==> src/rtl/rob_multi_commit.sv <==
// Reorder buffer: one dispatch and one writeback per cycle; up to COMMIT_W in-order retirements per cycle.
// A retiring mispredicted branch flushes at the edge; disp_ready is low when full or flushing.
module rob_multi_commit #(
  parameter int DEPTH    = 16,
  parameter int TAG_W    = 4,
  parameter int COMMIT_W = 2,
  parameter int DATA_W   = 32,
  parameter int AREG_W   = 7
) (
  input  logic                       clk,
  input  logic                       rst,
  input  logic                       disp_valid,
  input  logic [1:0]                 disp_type,
  input  logic [AREG_W-1:0]          disp_dest,
  output logic                       disp_ready,
  output logic [TAG_W-1:0]           disp_tag,
  input  logic                       wb_valid,
  input  logic [TAG_W-1:0]           wb_tag,
  input  logic [DATA_W-1:0]          wb_value,
  input  logic [AREG_W-1:0]          wb_addr,
  input  logic                       wb_mispredict,
  input  logic [31:0]                wb_target,
  input  logic [TAG_W-1:0]           rd_tag1,
  input  logic [TAG_W-1:0]           rd_tag2,
  output logic                       rd_ready1,
  output logic                       rd_ready2,
  output logic [DATA_W-1:0]          rd_value1,
  output logic [DATA_W-1:0]          rd_value2,
  output logic [COMMIT_W-1:0]        cmt_valid,
  output logic [2*COMMIT_W-1:0]      cmt_type,
  output logic [AREG_W*COMMIT_W-1:0] cmt_dest,
  output logic [DATA_W*COMMIT_W-1:0] cmt_value,
  output logic                       flush,
  output logic [31:0]                flush_pc,
  output logic [TAG_W:0]             count,
  output logic                       full
);

  localparam logic [1:0]     T_STORE   = 2'd2;
  localparam logic [1:0]     T_BRANCH  = 2'd3;
  localparam logic [TAG_W:0] DEPTH_CNT = (TAG_W+1)'(DEPTH);
  localparam logic [TAG_W:0] CNT_ONE   = (TAG_W+1)'(1);

  typedef struct packed {
    logic              valid;
    logic              ready;
    logic [1:0]        typ;
    logic [AREG_W-1:0] dest;
    logic [DATA_W-1:0] value;
    logic              mispredict;
    logic [31:0]       target;
  } entry_t;

  entry_t           ent [DEPTH];
  logic [TAG_W-1:0] head;
  logic [TAG_W-1:0] tail;
  logic [TAG_W-1:0] head_new;
  logic [TAG_W-1:0] cmt_idx;
  logic [TAG_W:0]   n_cmt;
  logic             cmt_stop;
  logic             disp_fire;
  logic             rd_hit1;
  logic             rd_hit2;

  assign full       = (count == DEPTH_CNT);
  assign disp_ready = (count < DEPTH_CNT) && !flush;
  assign disp_tag   = tail;
  assign disp_fire  = disp_valid && disp_ready;
  assign head_new   = head + n_cmt[TAG_W-1:0];

  // Same-cycle writeback is forwarded so a consumer can issue without waiting an extra cycle.
  assign rd_hit1   = wb_valid && (wb_tag == rd_tag1) && ent[rd_tag1].valid;
  assign rd_hit2   = wb_valid && (wb_tag == rd_tag2) && ent[rd_tag2].valid;
  assign rd_ready1 = (ent[rd_tag1].valid && ent[rd_tag1].ready) || rd_hit1;
  assign rd_ready2 = (ent[rd_tag2].valid && ent[rd_tag2].ready) || rd_hit2;
  assign rd_value1 = rd_hit1 ? wb_value : ent[rd_tag1].value;
  assign rd_value2 = rd_hit2 ? wb_value : ent[rd_tag2].value;

  // Retire a contiguous prefix; a store or a mispredicted branch closes the group.
  always_comb begin
    cmt_valid = '0;
    cmt_type  = '0;
    cmt_dest  = '0;
    cmt_value = '0;
    n_cmt     = '0;
    flush     = 1'b0;
    flush_pc  = '0;
    cmt_stop  = 1'b0;
    cmt_idx   = head;
    for (int i = 0; i < COMMIT_W; i++) begin
      cmt_idx = head + TAG_W'(i);
      if (!cmt_stop && ent[cmt_idx].valid && ent[cmt_idx].ready) begin
        cmt_valid[i]                  = 1'b1;
        n_cmt                         = n_cmt + CNT_ONE;
        cmt_type[2*i +: 2]            = ent[cmt_idx].typ;
        cmt_dest[AREG_W*i +: AREG_W]  = ent[cmt_idx].dest;
        cmt_value[DATA_W*i +: DATA_W] = ent[cmt_idx].value;
        if (ent[cmt_idx].typ == T_STORE) begin
          cmt_stop = 1'b1;
        end
        if (ent[cmt_idx].typ == T_BRANCH && ent[cmt_idx].mispredict) begin
          cmt_stop = 1'b1;
          flush    = 1'b1;
          flush_pc = ent[cmt_idx].target;
        end
      end else begin
        cmt_stop = 1'b1;
      end
    end
  end

  always_ff @(posedge clk or negedge rst) begin
    if (!rst) begin
      head  <= '0;
      tail  <= '0;
      count <= '0;
      for (int i = 0; i < DEPTH; i++) begin
        ent[i] <= '0;
      end
    end else if (flush) begin
      // Everything younger than the branch is squashed; the buffer restarts empty at head_new.
      for (int i = 0; i < DEPTH; i++) begin
        ent[i].valid <= 1'b0;
        ent[i].ready <= 1'b0;
      end
      head  <= head_new;
      tail  <= head_new;
      count <= '0;
    end else begin
      if (wb_valid && ent[wb_tag].valid) begin
        ent[wb_tag].ready <= 1'b1;
        ent[wb_tag].value <= wb_value;
        if (ent[wb_tag].typ == T_STORE) begin
          ent[wb_tag].dest <= wb_addr;
        end
        if (ent[wb_tag].typ == T_BRANCH) begin
          ent[wb_tag].mispredict <= wb_mispredict;
          ent[wb_tag].target     <= wb_target;
        end
      end
      for (int i = 0; i < COMMIT_W; i++) begin
        if (cmt_valid[i]) begin
          ent[head + TAG_W'(i)].valid <= 1'b0;
          ent[head + TAG_W'(i)].ready <= 1'b0;
        end
      end
      if (disp_fire) begin
        ent[tail].valid      <= 1'b1;
        ent[tail].ready      <= 1'b0;
        ent[tail].typ        <= disp_type;
        ent[tail].dest       <= disp_dest;
        ent[tail].mispredict <= 1'b0;
      end
      head  <= head_new;
      tail  <= tail + TAG_W'(disp_fire);
      count <= count + (TAG_W+1)'(disp_fire) - n_cmt;
    end
  end

endmodule

==> config.mk <==
export PLATFORM = sky130hd
export DESIGN_NAME = rob_multi_commit
export DESIGN_NICKNAME = d
export VERILOG_FILES = /design/src/rtl/rob_multi_commit.sv
export SDC_FILE = /design/constraint.sdc
export NUM_CORES = 2
export LEC_CHECK = 0
export BUFFER_PORTS_ARGS = -buffer_cell sky130_fd_sc_hd__buf_2
export CAP_MARGIN = 40
export CORE_MARGIN = 5
export CORE_UTILIZATION = 30
export CTS_BUF_LIST = sky130_fd_sc_hd__clkbuf_4
export CTS_CLUSTER_SIZE = 16
export DETAILED_ROUTE_END_ITERATION = 6
export GPL_TIMING_DRIVEN = 1
export REMOVE_ABC_BUFFERS = 1
export SLEW_MARGIN = 5
export SYNTH_ARGS = -nofsm -noshare
export SYNTH_HDL_FRONTEND = slang
export SYNTH_SLANG_ARGS = --single-unit
==> constraint.sdc <==
create_clock -name clk -period 15.4 [get_ports clk]
set_input_delay 0 -clock clk [delete_from_list [all_inputs] [get_ports clk]]
set_output_delay 0 -clock clk [all_outputs]
set_load 0.02 [all_outputs]
# After elaboration in Yosys (flattened, before gate mapping)
# Index checks and enable logic that the tools add are counted.
totals:
  inputBits: 97
  wordCells: 277
  regBits: 1229
  output_inout_bits: 194
classes:
  addsub: 6
  n_reduce_logical: 22
  n_mux: 109
  n_eq_ne: 8
  bitwise: 6
  magnitude_cmp: 11
ops:
  columns: ["op", "count"]
  rows:
  - ["bitwise mux 1216 bit", 14]
  - ["2-to-1 mux 1216 bit", 11]
  - ["demux 76 bit (select 4 bit)", 14]
  - ["binary-select mux 76 bit (select 4 bit)", 5]
  - ["2-to-1 mux 76 bit", 13]
  - ["2-to-1 mux 75 bit", 4]
  - ["2-to-1 mux 32 bit", 9]
  - ["2-to-1 mux 72 bit", 2]
  - ["2-to-1 mux 74 bit", 1]
  - ["2-to-1 mux 33 bit", 2]
  - ["2-to-1 mux 65 bit", 1]
  - ["2-to-1 mux 2 bit", 18]
  - ["greater-or-equal comparator 5 bit, second input constant", 6]
  - ["inverter 4 -> 5 bit", 6]
  - ["< comparator 5 x 1 -> 1 bit, second input constant", 4]
  - ["logical AND 1 bit", 18]
  - ["2-to-1 mux 7 bit", 2]
  - ["== test 2 bit, second input constant", 5]
  - ["2-to-1 mux 1 bit", 10]
  - ["2-to-1 mux 5 bit", 2]
  - ["== test 4 bit", 2]
  - ["adder 5 x 1 -> 5 bit", 1]
  - ["adder 5 x 1 -> 5 bit, second input constant", 1]
  - ["== test 5 bit, second input constant", 1]
  - ["other kinds (8)", 10]

# Longest topological paths before layout
logic_depth:
  ltp_word: 33
  ltp_mapped: 28
  ltp_nobuf: 20

# Worst setup path after synthesis
# Ideal clock, no wire load.
synth_timing:
  path_kind: "flip-flop to flip-flop"
  start: "register head[1]"
  end: "register count[4]"
  n_path_buf: 11
  path_slack_ns: 9.717
  synth_period_minus_slack_ns: 5.683
  arrival_ns: 5.556
  required_ns: 15.273
  setup_time_ns: 0.127
  stages_incl_launch_ff: 29
  cell_sequence: "dfrtp_1 -> buf_2 -> buf_2 -> clkbuf_1 -> buf_1 -> inv_1 -> ha_1 -> buf_2 -> buf_2 -> buf_4 -> o2111ai_1 -> o211ai_1 -> a221o_1 -> buf_6 -> inv_4 -> buf_8 -> buf_12 -> buf_2 -> ha_1 -> xnor2_1 -> ha_1 -> inv_1 -> fa_1 -> inv_1 -> a21oi_1 -> nor2_1 -> nor2_1 -> xnor2_1 -> nor2_1"
synth_between:
  elab_chain_cells: 18
  word_cells_on_any_way: 34
  classes_between: "4 x add/sub; 3 x eq/ne; 16 x mux; 2 x bitwise; 9 x reduce/logical"
synth_rtl:
  columns: ["item", "line_no", "rtl"]
  rows:
  - ["from (decl)", "55", "logic [TAG_W-1:0] head;"]
  - ["from (signal assigned)", "126", "head <= head_new;"]
  - ["from (signal assigned)", "154", "head <= head_new;"]
  - ["branches (longest 17 deep; another with adder 4 x 1 -> 4 bit)", null, null]
  - ["2-to-1 mux 5 bit *", "120", "end else if (flush) begin"]
  - ["to (signal assigned)", "156", "count <= count + (TAG_W+1)'(disp_fire) - n_cmt;"]
  - ["to (decl)", "35", "output logic [TAG_W:0] count,"]
# Every way passes the cells marked *. The select of a mux whose other input is x is not followed.
# A chain may end at the register's enable or synchronous reset.

# Worst setup path in the final report
layout_timing:
  start: "register head[1]"
  end: "output flush_pc[24]"
layout_between:
  elab_chain_cells: 12
  word_cells_on_any_way: 25
  classes_between: "1 x add/sub; 3 x eq/ne; 13 x mux; 2 x bitwise; 6 x reduce/logical"
layout_rtl:
  columns: ["item", "line_no", "rtl"]
  rows:
  - ["branches (longest 11 deep; another with adder 4 x 1 -> 4 bit)", null, null]
  - ["2-to-1 mux 32 bit *", "92", "if (!cmt_stop && ent[cmt_idx].valid && ent[cmt_idx].ready) begin"]
  - ["to (decl)", "34", "output logic [31:0] flush_pc,"]
# Marked as above.

==> metrics.md <==
| Metric | Value |
|---|---|
| Die Width | `a little over 500 um` |
| Synth Instances | `5193` |
| Sum Neg Setup Slack | `0 ns` |
| Ports | `~290` |
| Clock Latency Late Sink | `roughly 1.3 ns` |
| Endpoints failing hold | `0` |
| Pwr Total | `0.00759 W` |
| CTS HTree Levels | `5` |
| Initial antenna violation count | `32` |
| Nets | `~5800` |
| Main synth FF type | `dfrtp_1` |
| Most common library cell in the layout ignoring fill and taps | `dfrtp_1` |
| HPWL Detailed | `around 160 mm` |
| DRT antenna net count | `0` |
| Starting Density | `0.301` |
| Total die area | `roughly 270000 um^2` |
| CP startpoint kind | `flip-flop` |
| Post-synth EDFFs | `0` |
| Slowest cell on crit path | `o21ai_0` |
| Crit path required time | `15.40 ns` |
| Psw | `approximately 0.0021 W` |
| Max frequency | `~130 MHz` |
| # clock sinks | `1229` |
| # port buffers | `290` |
| Tot GR Track Use | `0.199` |
| Final slew viol count | `0` |
| Crit-path cells | `buf_16 -> ha_1 -> xor2_4 -> buf_4 -> buf_4 -> buf_16 -> mux2i_1 -> mux2_2 -> a311oi_1 -> and2_2 -> buf_12 -> nand2_2 -> buf_4 -> o21ai_0 -> buf_2` |
| Routed len/inst | `28.7 um` |
| Cell area after synthesis | `76500 um^2` |
| RSZ-0062 raised after global routing | `false` |
| Flop pwr share | `0.472` |
| CP top delay family | `buffers and inverters` |
| Pwr Density | `85.6 nW/um^2` |
| Clock buffer depth | `4` |
| Vias in the first global route | `roughly 58000` |
| First-pass DRT Iterations | `6` |
| CTS hold repair buffers | `193` |
| Register area share after synthesis | `0.402` |
| Die outline height | `515 um` |
| Layout area overhead | `15.8%` |
| CTS tree | `built` |
| Worst path max stage delay | `approximately 0.87 ns` |
| Critical Path AT | `about 7.7 ns` |
| Clock Skews | `between 0.1 and 0.15 ns` |
| Internal | `0.00550 W` |
| Post-route minimum period | `7.67 ns` |
| Most common cell on crit path | `buf_4` |
| YS warnings | `0` |
| CP bufs+invs | `7` |
| Final WL | `~270 mm` |
| Synth cell types | `62` |
| Layout cells sized above 1 | `0.532` |
| DP Cell Count | `~8500` |
| Via count | `roughly 55000` |
| Most frequent cells in the layout | `1225 x dfrtp_1, 1027 x mux4_2, 1022 x mux2_2` |
| Total core area | `254000 um^2` |
| Rel. slew slack | `0.213` |
| Cts repair resizes | `0` |
| HP Class | `in -> reg` |
| Worst vdd ir | `0.0000619 V` |
| Number of max-cap violations | `0` |
| Drt drc | `0` |
| Clk pin slew, worst setup/hold paths | `0.07 ns` |
| Final Cycle Share | `0.498` |
| Crit. End Element | `primary output` |
| Row cnt | `185` |
| GRT overflow | `0` |
| Largest net degree at the start of global routing | `188` |
| Sw Ratio | `0.275` |
| Hold Slack | `between 0.2 and 0.25 ns` |
| Syn Area/Cell | `14.7 um^2` |
| Clock Power Share | `0.405` |
| Num CTS Buffers | `roughly 360` |
| Final setup vio count | `0` |
| Placer Congestion | `0.870` |
| Synth async-reset ratio | `1.00` |
| Crit-path max FO | `51` |
| DRT iter0 DRCs | `5482` |
| Crit path kind | `reg -> out` |
| Combinational Power Share | `0.123` |
| First-pass GRT wire length | `397 mm` |
| Synth Register Bits | `1229` |
| Final std cells w/o fill | `9317` |
| CTS Root Cell | `clkbuf_4` |
| Outcome | `complete, no violations` |
| Tightest Pin Transition | `between 1 and 1.5 ns` |
| Via density per instance | `5.90` |
| Leakage power | `37.1 nW` |
| Post-CTS Setup Bufs | `0` |
## cell type report
type | count | area, um^2
clock inverter | 94 | 458
inverter | 16 | 62.6
antenna | 19 | 47.5
clock buffer | 520 | 3900
fill | 24500 | 165000
sequential | 1229 | 30800
timing repair buffer | 669 | 5820
tap | 3366 | 4210
multi-input combinational | 3404 | 43400
## kinds of logic after synthesis
group | after synthesis | synth area share
muxes | 2194 | 0.473
DFF | 1229 | 0.402
and+or+nand+nor | 691 | 0.0394
buffers and inverters | 560 | 0.0338
AOI/OAI and AO/OA | 479 | 0.0460
xor gates and xnor gates | 22 | 0.00271
adders and majority gates | 18 | 0.00314
## per-layer routing
layer / GRT usage / part of all wire
met4: 0.0945 / 0.051
met1: 0.254 / 0.39
met3: 0.0517 / 0.088
met5: 0 / 0.00013
met2: 0.317 / 0.47
## final timing paths
| check | start | end | slack, ns | cells after the start |
|---|---|---|---|---|
| worst min register to register | ent[620]$_DFFE_PN0P_ | ent[620]$_DFFE_PN0P_ | 0.51 | 1 |
| worst max-delay path | head[1]$_DFF_PN0_ | flush_pc[24] | 7.73 | 15 |
| max in group asynchronous | rst | ent[1018]$_DFFE_PN0P_ | 11.42 | 10 |
| worst max register to register | head[1]$_DFF_PN0_ | count[4]$_DFF_PN0_ | 8.64 | 23 |
| min in group asynchronous | rst | ent[128]$_DFFE_PN0P_ | 0.42 | 5 |
| worst min-delay path | wb_tag[2] | ent[758]$_DFF_PN0_ | 0.24 | 6 |
## sequential cells by signal, indices dropped and copies added, names as in the netlist
| signal | count |
|---|---|
| head | 4 |
| disp_tag | 4 |
| ent | 1216 |
| count | 5 |
## tightest hold or removal path, stage by stage
cell           delay (ns)
dlygate4sd3_1        0.56
buf_2                0.25
nand3_1              0.31
nor2_1               0.11
o211ai_1             0.17
nor2_1               0.05
## synth_stat cells (all sizes together), types with 3 or more instances
cell type,count,area (um^2)
and2,8,50.1
and3,87,544
xor2,11,111
a31oi,3,18.8
xnor2,11,96.3
buf,263,1470
a31o,10,87.6
a32o,6,60.1
nor2,80,300
o2bb2a,7,70.1
a32oi,11,96.3
a311oi,42,368
mux2i,46,460
o211ai,19,148
mux4,1027,23100
dfrtp,1229,30800
a21oi,98,596
nor3,11,55.1
nand4,3,18.8
clkbuf,281,1050
nand2b,6,37.5
o22ai,113,707
o21ai,58,290
nor4,17,106
a22oi,85,638
nand3,10,55.1
mux2,1121,12600
nand2,440,1650
a2111oi,9,248
o211a,7,70.1
inv,16,62.6
nand3b,3,22.5
ha,16,200
nor2b,20,125
## power by group through the flow
stage	Sequential (W)	Clock [W]	Combinational (W)
after floorplan	0.00357	0	0.000562
after global placement	0.00361	0	0.000871
after detailed placement	0.00363	0	0.000898
after CTS	0.00357	0.00317	0.000942
after global routing	0.00360	0.00334	0.000998
final	0.00358	0.00307	0.000937
## through the flow
stage	area, um^2	utilization	setup slack [ns]
final	88600	0.349	7.73
after floorplan	74000	-	-18.04
after global routing	88600	0.349	7.18
after CTS	88600	0.349	7.49
after detailed placement	82300	0.324	8.61
after global placement	80900	0.319	6.72
(Power assumes the default switching activity.)
